`src/rtl/serial_echo_buffer_pkg.sv`:
```
// Shared definitions for the serial echo buffer: FSM encodings, bit-period
// derivation, parameter legality and small byte helpers.
package serial_echo_buffer_pkg;

  typedef enum logic [1:0] {
    RX_IDLE,
    RX_START,
    RX_DATA,
    RX_STOP
  } rx_state_e;

  typedef enum logic [1:0] {
    TX_IDLE,
    TX_START,
    TX_DATA,
    TX_STOP
  } tx_state_e;

  localparam int MIN_CPB = 4;

  function automatic int calc_cpb(input int clk_hz, input int baud);
    return (baud > 0) ? clk_hz / baud : 0;
  endfunction

  function automatic bit is_pow2(input int v);
    return (v >= 2) && ((v & (v - 1)) == 0);
  endfunction

  function automatic bit params_legal(input int clk_hz, input int baud,
                                      input int depth, input int stop_bits,
                                      input int case_swap, input int led_mode);
    return (calc_cpb(clk_hz, baud) >= MIN_CPB) && is_pow2(depth) &&
           (stop_bits == 1 || stop_bits == 2) &&
           (case_swap == 0 || case_swap == 1) &&
           (led_mode == 0 || led_mode == 1);
  endfunction

  function automatic logic [7:0] swap_case(input logic [7:0] b);
    logic [7:0] r;
    r = b;
    if (b >= 8'h41 && b <= 8'h5A) r = b + 8'h20;
    else if (b >= 8'h61 && b <= 8'h7A) r = b - 8'h20;
    return r;
  endfunction

  // LED status field only has six bits for occupancy
  function automatic logic [5:0] sat_occupancy(input int count);
    if (count >= 63) return 6'd63;
    return 6'(count);
  endfunction

endpackage

```
`src/rtl/serial_echo_buffer_sync_fifo.sv`:
```
// Synchronous FIFO with combinational read data (first word fall-through),
// exact 0..DEPTH occupancy and push-while-full accepted only alongside a pop.
module sync_fifo
  import serial_echo_buffer_pkg::*;
#(
  parameter int WIDTH = 8,
  parameter int DEPTH = 16
) (
  input  logic                     clk,
  input  logic                     rst_n,
  input  logic                     push_i,
  input  logic                     pop_i,
  input  logic [WIDTH-1:0]         wdata_i,
  output logic [WIDTH-1:0]         rdata_o,
  output logic                     full_o,
  output logic                     empty_o,
  output logic [$clog2(DEPTH):0]   count_o
);

  localparam int AW = $clog2(DEPTH);
  localparam int CW = AW + 1;
  localparam logic [AW-1:0] PTR_ONE = AW'(1);
  localparam logic [CW-1:0] CNT_ONE = CW'(1);

  generate
    if (!is_pow2(DEPTH) || WIDTH < 1) begin : g_param_check
      $error("sync_fifo: DEPTH must be a power of two >= 2 and WIDTH >= 1");
    end
  endgenerate

  logic [WIDTH-1:0] mem_q [DEPTH];
  logic [AW-1:0]    wrPtr_q, rdPtr_q;
  logic [CW-1:0]    count_q;
  logic             wrEn_d, rdEn_d;

  assign full_o  = (count_q == CW'(DEPTH));
  assign empty_o = (count_q == '0);
  assign count_o = count_q;
  assign rdata_o = mem_q[rdPtr_q];

  // A full FIFO still takes a write when the head leaves in the same cycle
  assign wrEn_d = push_i && (!full_o || pop_i);
  assign rdEn_d = pop_i && !empty_o;

  always_ff @(posedge clk) begin
    if (wrEn_d) mem_q[wrPtr_q] <= wdata_i;
  end

  always_ff @(posedge clk or negedge rst_n) begin
    if (!rst_n) begin
      wrPtr_q <= '0;
      rdPtr_q <= '0;
      count_q <= '0;
    end else begin
      if (wrEn_d) wrPtr_q <= wrPtr_q + PTR_ONE;
      if (rdEn_d) rdPtr_q <= rdPtr_q + PTR_ONE;
      case ({wrEn_d, rdEn_d})
        2'b10:   count_q <= count_q + CNT_ONE;
        2'b01:   count_q <= count_q - CNT_ONE;
        default: count_q <= count_q;
      endcase
    end
  end

endmodule

```
`src/rtl/serial_echo_buffer.sv`:
```
// UART echo: 8N1 receiver feeding a FIFO that drains into a transmitter,
// with optional letter-case swap and a last-byte / status LED register.
module serial_echo_buffer
  import serial_echo_buffer_pkg::*;
#(
  parameter int CLK_HZ       = 100000000,
  parameter int BAUD         = 1000000,
  parameter int DEPTH        = 16,
  parameter int TX_STOP_BITS = 1,
  parameter int CASE_SWAP    = 0,
  parameter int LED_MODE     = 0
) (
  input  logic       clk,
  input  logic       rst_n,
  input  logic       usbRx,
  output logic       usbTx,
  output logic [7:0] led
);

  localparam int CPB      = calc_cpb(CLK_HZ, BAUD);
  localparam int STOP_CYC = CPB * TX_STOP_BITS;
  localparam int CNT_W    = $clog2(STOP_CYC + 1);
  localparam int CW       = $clog2(DEPTH) + 1;
  localparam logic [CNT_W-1:0] CNT_ONE = CNT_W'(1);

  generate
    if (!params_legal(CLK_HZ, BAUD, DEPTH, TX_STOP_BITS, CASE_SWAP, LED_MODE)) begin : g_param_check
      $error("serial_echo_buffer: illegal parameters (CPB >= 4, DEPTH pow2 >= 2, TX_STOP_BITS 1/2, CASE_SWAP/LED_MODE 0/1)");
    end
  endgenerate

  logic             sync1_q, sync2_q;
  rx_state_e        rxState_q;
  logic [CNT_W-1:0] rxCnt_q;
  logic [2:0]       rxBit_q;
  logic [7:0]       rxShift_q;
  logic             rxPush_q;
  logic             stopBad_q;
  logic             frameErr_q;
  logic             overflow_q;

  tx_state_e        txState_q;
  logic [CNT_W-1:0] txCnt_q;
  logic [2:0]       txBit_q;
  logic [7:0]       txShift_q;
  logic             usbTx_q;
  logic [7:0]       led_q;

  logic             fifoFull, fifoEmpty, fifoPop_d;
  logic [7:0]       fifoRdata, txByte_d;
  logic [CW-1:0]    fifoCount;

  assign usbTx = usbTx_q;
  assign led   = led_q;

  always_ff @(posedge clk or negedge rst_n) begin
    if (!rst_n) begin
      sync1_q <= 1'b1;
      sync2_q <= 1'b1;
    end else begin
      sync1_q <= usbRx;
      sync2_q <= sync1_q;
    end
  end

  // Receiver: start is re-checked at mid-bit, then every CPB cycles after that
  always_ff @(posedge clk or negedge rst_n) begin
    if (!rst_n) begin
      rxState_q  <= RX_IDLE;
      rxCnt_q    <= '0;
      rxBit_q    <= '0;
      rxShift_q  <= '0;
      rxPush_q   <= 1'b0;
      stopBad_q  <= 1'b0;
      frameErr_q <= 1'b0;
    end else begin
      rxPush_q <= 1'b0;
      case (rxState_q)
        RX_IDLE: begin
          if (!sync2_q) begin
            rxState_q <= RX_START;
            rxCnt_q   <= CNT_W'(CPB / 2);
          end
        end
        RX_START: begin
          if (rxCnt_q != '0) begin
            rxCnt_q <= rxCnt_q - CNT_ONE;
          end else if (!sync2_q) begin
            rxState_q <= RX_DATA;
            rxCnt_q   <= CNT_W'(CPB - 1);
            rxBit_q   <= '0;
          end else begin
            rxState_q <= RX_IDLE;
          end
        end
        RX_DATA: begin
          if (rxCnt_q != '0) begin
            rxCnt_q <= rxCnt_q - CNT_ONE;
          end else begin
            rxShift_q <= {sync2_q, rxShift_q[7:1]};
            rxCnt_q   <= CNT_W'(CPB - 1);
            if (rxBit_q == 3'd7) begin
              rxState_q <= RX_STOP;
              stopBad_q <= 1'b0;
            end else begin
              rxBit_q <= rxBit_q + 3'd1;
            end
          end
        end
        RX_STOP: begin
          // A bad stop parks here until the line idles so the tail is not re-framed
          if (rxCnt_q != '0) begin
            rxCnt_q <= rxCnt_q - CNT_ONE;
          end else if (sync2_q) begin
            rxState_q <= RX_IDLE;
            rxPush_q  <= !stopBad_q;
          end else if (!stopBad_q) begin
            stopBad_q  <= 1'b1;
            frameErr_q <= 1'b1;
          end
        end
        default: rxState_q <= RX_IDLE;
      endcase
    end
  end

  sync_fifo #(
    .WIDTH (8),
    .DEPTH (DEPTH)
  ) u_fifo (
    .clk     (clk),
    .rst_n   (rst_n),
    .push_i  (rxPush_q),
    .pop_i   (fifoPop_d),
    .wdata_i (rxShift_q),
    .rdata_o (fifoRdata),
    .full_o  (fifoFull),
    .empty_o (fifoEmpty),
    .count_o (fifoCount)
  );

  always_comb begin
    fifoPop_d = 1'b0;
    if (!fifoEmpty) begin
      if (txState_q == TX_IDLE) fifoPop_d = 1'b1;
      else if (txState_q == TX_STOP && txCnt_q == '0) fifoPop_d = 1'b1;
    end
  end

  assign txByte_d = (CASE_SWAP != 0) ? swap_case(fifoRdata) : fifoRdata;

  // Transmitter: popping from the last stop cycle gives gapless back-to-back frames
  always_ff @(posedge clk or negedge rst_n) begin
    if (!rst_n) begin
      txState_q <= TX_IDLE;
      txCnt_q   <= '0;
      txBit_q   <= '0;
      txShift_q <= '0;
      usbTx_q   <= 1'b1;
    end else begin
      case (txState_q)
        TX_IDLE: begin
          if (fifoPop_d) begin
            txState_q <= TX_START;
            txShift_q <= txByte_d;
            txCnt_q   <= CNT_W'(CPB - 1);
            usbTx_q   <= 1'b0;
          end
        end
        TX_START: begin
          if (txCnt_q != '0) begin
            txCnt_q <= txCnt_q - CNT_ONE;
          end else begin
            txState_q <= TX_DATA;
            usbTx_q   <= txShift_q[0];
            txShift_q <= {1'b0, txShift_q[7:1]};
            txBit_q   <= '0;
            txCnt_q   <= CNT_W'(CPB - 1);
          end
        end
        TX_DATA: begin
          if (txCnt_q != '0) begin
            txCnt_q <= txCnt_q - CNT_ONE;
          end else if (txBit_q == 3'd7) begin
            txState_q <= TX_STOP;
            usbTx_q   <= 1'b1;
            txCnt_q   <= CNT_W'(STOP_CYC - 1);
          end else begin
            usbTx_q   <= txShift_q[0];
            txShift_q <= {1'b0, txShift_q[7:1]};
            txBit_q   <= txBit_q + 3'd1;
            txCnt_q   <= CNT_W'(CPB - 1);
          end
        end
        TX_STOP: begin
          if (txCnt_q != '0) begin
            txCnt_q <= txCnt_q - CNT_ONE;
          end else if (fifoPop_d) begin
            txState_q <= TX_START;
            txShift_q <= txByte_d;
            txCnt_q   <= CNT_W'(CPB - 1);
            usbTx_q   <= 1'b0;
          end else begin
            txState_q <= TX_IDLE;
          end
        end
        default: txState_q <= TX_IDLE;
      endcase
    end
  end

  always_ff @(posedge clk or negedge rst_n) begin
    if (!rst_n) begin
      overflow_q <= 1'b0;
      led_q      <= '0;
    end else begin
      if (rxPush_q && fifoFull && !fifoPop_d) overflow_q <= 1'b1;
      if (LED_MODE == 0) begin
        if (rxPush_q) led_q <= rxShift_q;
      end else begin
        led_q <= {overflow_q, frameErr_q, sat_occupancy(int'(fifoCount))};
      end
    end
  end

endmodule
```
`config.mk`:
```
export PLATFORM = sky130hd
export DESIGN_NAME = serial_echo_buffer
export DESIGN_NICKNAME = d
export VERILOG_FILES = /design/src/rtl/serial_echo_buffer_pkg.sv /design/src/rtl/serial_echo_buffer_sync_fifo.sv /design/src/rtl/serial_echo_buffer.sv
export SDC_FILE = /design/constraint.sdc
export NUM_CORES = 1
export LEC_CHECK = 0
export ABC_AREA = 1
export CORE_MARGIN = 8
export CORE_UTILIZATION = 31
export DETAILED_ROUTE_END_ITERATION = 7
export PLACE_DENSITY_LB_ADDON = 0.08
export RECOVER_POWER = 50
export REMOVE_ABC_BUFFERS = 1
export SETUP_SLACK_MARGIN = 0.4
export SYNTH_ARGS = -nofsm -noshare
export SYNTH_HDL_FRONTEND = slang
export SYNTH_SLANG_ARGS = --single-unit
export TNS_END_PERCENT = 5
```
`constraint.sdc`:
```
create_clock -name clk -period 4.06 [get_ports clk]
set_input_delay 1.218 -clock clk [delete_from_list [all_inputs] [get_ports clk]]
set_output_delay 1.218 -clock clk [all_outputs]
set_load 0.005 [all_outputs]
```
==> metrics.txt <==
worst r2r dst u_fifo.count_o[4]; detailed-placement wirelength estimate 13720 um; FF+latch count, synth 194; Die X 185.5 um; grt met3 use 0.02381; share of cells above drive strength 1 0.08233; Yosys top cell by area edfxtp_1; most common library cells after synthesis nand2_1 (231), edfxtp_1 (128), nor2_1 (92), nand3_1 (85), inv_1 (80); final WL 21860 um; Post-CTS Setup Inserts 0; met2 Use GR 0.2094; wire length per cell after detailed routing 16.88 um; CP dominant cell by count nand2_1; Max clock buf depth 2; Hold Crit Class reg -> reg; delay-heaviest family, CP simple AND/OR/NAND/NOR gates; largest net degree at the start of global routing 78; DR vias 5860; R2R Path Start txCnt_q[0]; Power Density 376.9 nW/um2; worst skew pair latency 0.44 ns; critical path depth 17; CP Class reg -> reg; CTS Root Cell clkbuf_16; drt initial violations 298; number of levels in the clock H-tree 4; Buf/Inv on CP 2; Req. time, crit path 4.43 ns; Post-Syn Area per Cell 9.945 um2; Netlist Area Pre-Place 8901 um2; Cell Chain, Critical Path inv_1, ha_1, inv_1, nor2_1, nand4_1, nand2_2, nand2_4, nand2_2, nand2_4, ha_1, fa_1, nand2_1, nand2_1, a21oi_1, xor2_1, nand2_1, o21ai_0; total CTS buffers 17; Yosys Warn Count 0; Leakage 0.004096 uW; RSZ-0062 raised after global routing no; DRC errors left 0; Area contributors post-synth edfxtp_1 (43%), dfrtp_1 (18%), nand2_1 (9.7%), nand3_1 (4.8%), nor2_1 (3.9%); Synth cell types 38; Layout area overhead 11.33%; vias in the first global route 5995; register area share after synthesis 0.6178; number of synthesized flops with an enable pin 128; cells after synthesis 895; Boundary Pins 12; Critical Path End Type flip-flop; WP data arrival 3.24 ns; maximum achievable frequency 347.9 MHz; Min Hold Slack 0.3572 ns; Tcrit/Tclk final 0.7080; GPL Wtd Cong 0.7724; overall routing resource usage 0.1362; Crit. Startpoint txCnt_q[0]; die height 185.5 um; worst-margin pin slew 1.906 ns; asr flop ratio synth 0.3402; GR met1 Demand/Resource 0.1938; peak supply drop 0.0002864 V; Final Hold Fails 0; count leader, synth nand2_1; Tmin final 2.874 ns; worst setup path end u_fifo.count_o[4]; Port-buffer cells 11; reg2reg path depth 17; crit start category flip-flop; Clock transition at path regs 0.08 ns; Max Cap Viol 1; ant diodes 0; core footprint 28470 um2; # setup viols final 0; post-synth top area share 0.4318; failing checks max-capacitance violations, max-slew violations; Max stage delay on crit path 0.42 ns; Post-CTS Hold Buffers 0; first-pass GRT wire length 35220 um; maximum fanout along the worst path 8; vias per cell 4.525; global route total overflow 0; grt peak-use layer met2; FP Rows 62; CP max stage cell fa_1; nets 927; Die ar. 34390 um2; initial antenna violation count 0; Max-slew headroom -0.2706; initial cell density of the core 0.3126; final setup TNS 0 ns; post-route ant nets 0; R2R Setup Slk 1.19 ns; Resized Gates After CTS 0; Post-Route Skew 0.01260 ns; status finished with violations; ys flop type edfxtp_1; CTS tree yes; clk sinks 194; first drt pass iteration count 4; fillers 2933; fin. max-slew vios 67
-- routing by layer --
metal  up-vias  part of all wire
met5         -                 0
met2        75              0.45
li1       2966                 -
met4         0             0.011
met3        15             0.048
met1      2804              0.49
-- cell families after synthesis --
logic type / count (synthesis) / synth area share
simple gates: 443 / 0.2131
flops: 194 / 0.6178
buf+inv: 118 / 0.05454
compound gates: 96 / 0.05778
fa+ha+maj: 26 / 0.03739
xor+xnor: 12 / 0.01181
mux: 6 / 0.007590
-- sequential cells by signal, indices dropped and copies added, names as in the netlist, 3 cells and up, named ones only --
name and count:
txCnt_q 7, u_fifo.wrPtr_q 4, u_fifo.rdPtr_q 4, rxBit_q 3
led 8, u_fifo.count_o 5, rxCnt_q 7, txBit_q 3
u_fifo.mem_q 128, rxShift_q 8, txShift_q 8
-- worst register-to-register path, delay by kind of cell (launching register included) --
kind | cells | cell delay (ns)
adders and majority gates | 3 | 0.90
AOI/OAI and AO/OA | 2 | 0.20
xor gates and xnor gates | 1 | 0.15
and+or+nand+nor | 9 | 1.03
DFF | 1 | 0.36
buffers and inverters | 2 | 0.17
-- worst min path at each step --
| stage | startpoint | end | slack [ns] | cells after the start |
|---|---|---|---|---|
| detailed placement | sync1_q | sync2_q | 0.35 | 0 |
| floorplan | sync1_q | sync2_q | 0.35 | 0 |
| CTS | sync1_q | sync2_q | 0.36 | 0 |
| global route | sync1_q | sync2_q | 0.37 | 0 |
| finish | sync1_q | sync2_q | 0.36 | 0 |
| global placement | sync1_q | sync2_q | 0.35 | 0 |
-- metrics by stage --
stage	instances	instance area, um2	worst slack, ns	utilization	power [uW]
2_1_floorplan	865	8753	1.228	-	2133
3_3_place_gp	1263	9365	1.304	0.3290	2151
3_5_place_dp	1263	9365	1.240	0.3290	2151
4_1_cts	1295	9917	1.233	0.3483	3783
5_1_grt	1295	9910	0.8591	0.3481	3862
6_report	1295	9910	1.186	0.3481	3735
-- power by group --
| group | switching, uW | internal, uW | total [uW] |
|---|---|---|---|
| clock | 822 | 808 | 1630 |
| combinational | 15.1 | 1.30 | 16.4 |
| sequential | 1.02 | 2090 | 2090 |
-- area by class of cell --
cell class / instances / area [um2] / share of cell area
Clock inverter: 14 / 122.6 / 0.01237
Multi-Input combinational cell: 583 / 2912 / 0.2938
Clock buffer: 18 / 429.2 / 0.04331
Timing Repair Buffer: 14 / 127.6 / 0.01288
Tap cell: 384 / 480.5 / 0.04848
Sequential cell: 194 / 5500 / 0.5551
Inverter: 88 / 337.8 / 0.03409
-- layout by cell type, fill, tap and decap left out, types with 2 or more instances in the layout --
| master | instances |
|---|---|
| a21oi_1 | 22 |
| buf_4 | 3 |
| clkbuf_16 | 17 |
| clkdlybuf4s50_1 | 9 |
| clkinv_1 | 3 |
| clkinv_2 | 2 |
| clkinv_4 | 4 |
| clkinvlp_4 | 2 |
| dfrtp_1 | 62 |
| dfstp_2 | 3 |
| edfxtp_1 | 128 |
| ha_1 | 25 |
| inv_1 | 80 |
| inv_2 | 3 |
| inv_6 | 3 |
| inv_8 | 4 |
| mux2_2 | 6 |
| nand2_1 | 231 |
| nand2_2 | 6 |
| nand2_4 | 7 |
| nand3_1 | 85 |
| nand4_1 | 6 |
| nor2_1 | 94 |
| nor2_2 | 9 |
| o211ai_1 | 11 |
| o21ai_0 | 47 |
| o21ai_1 | 13 |
| xnor2_1 | 3 |
| xor2_1 | 9 |
No activity file was read; power rests on OpenSTA's default activity.
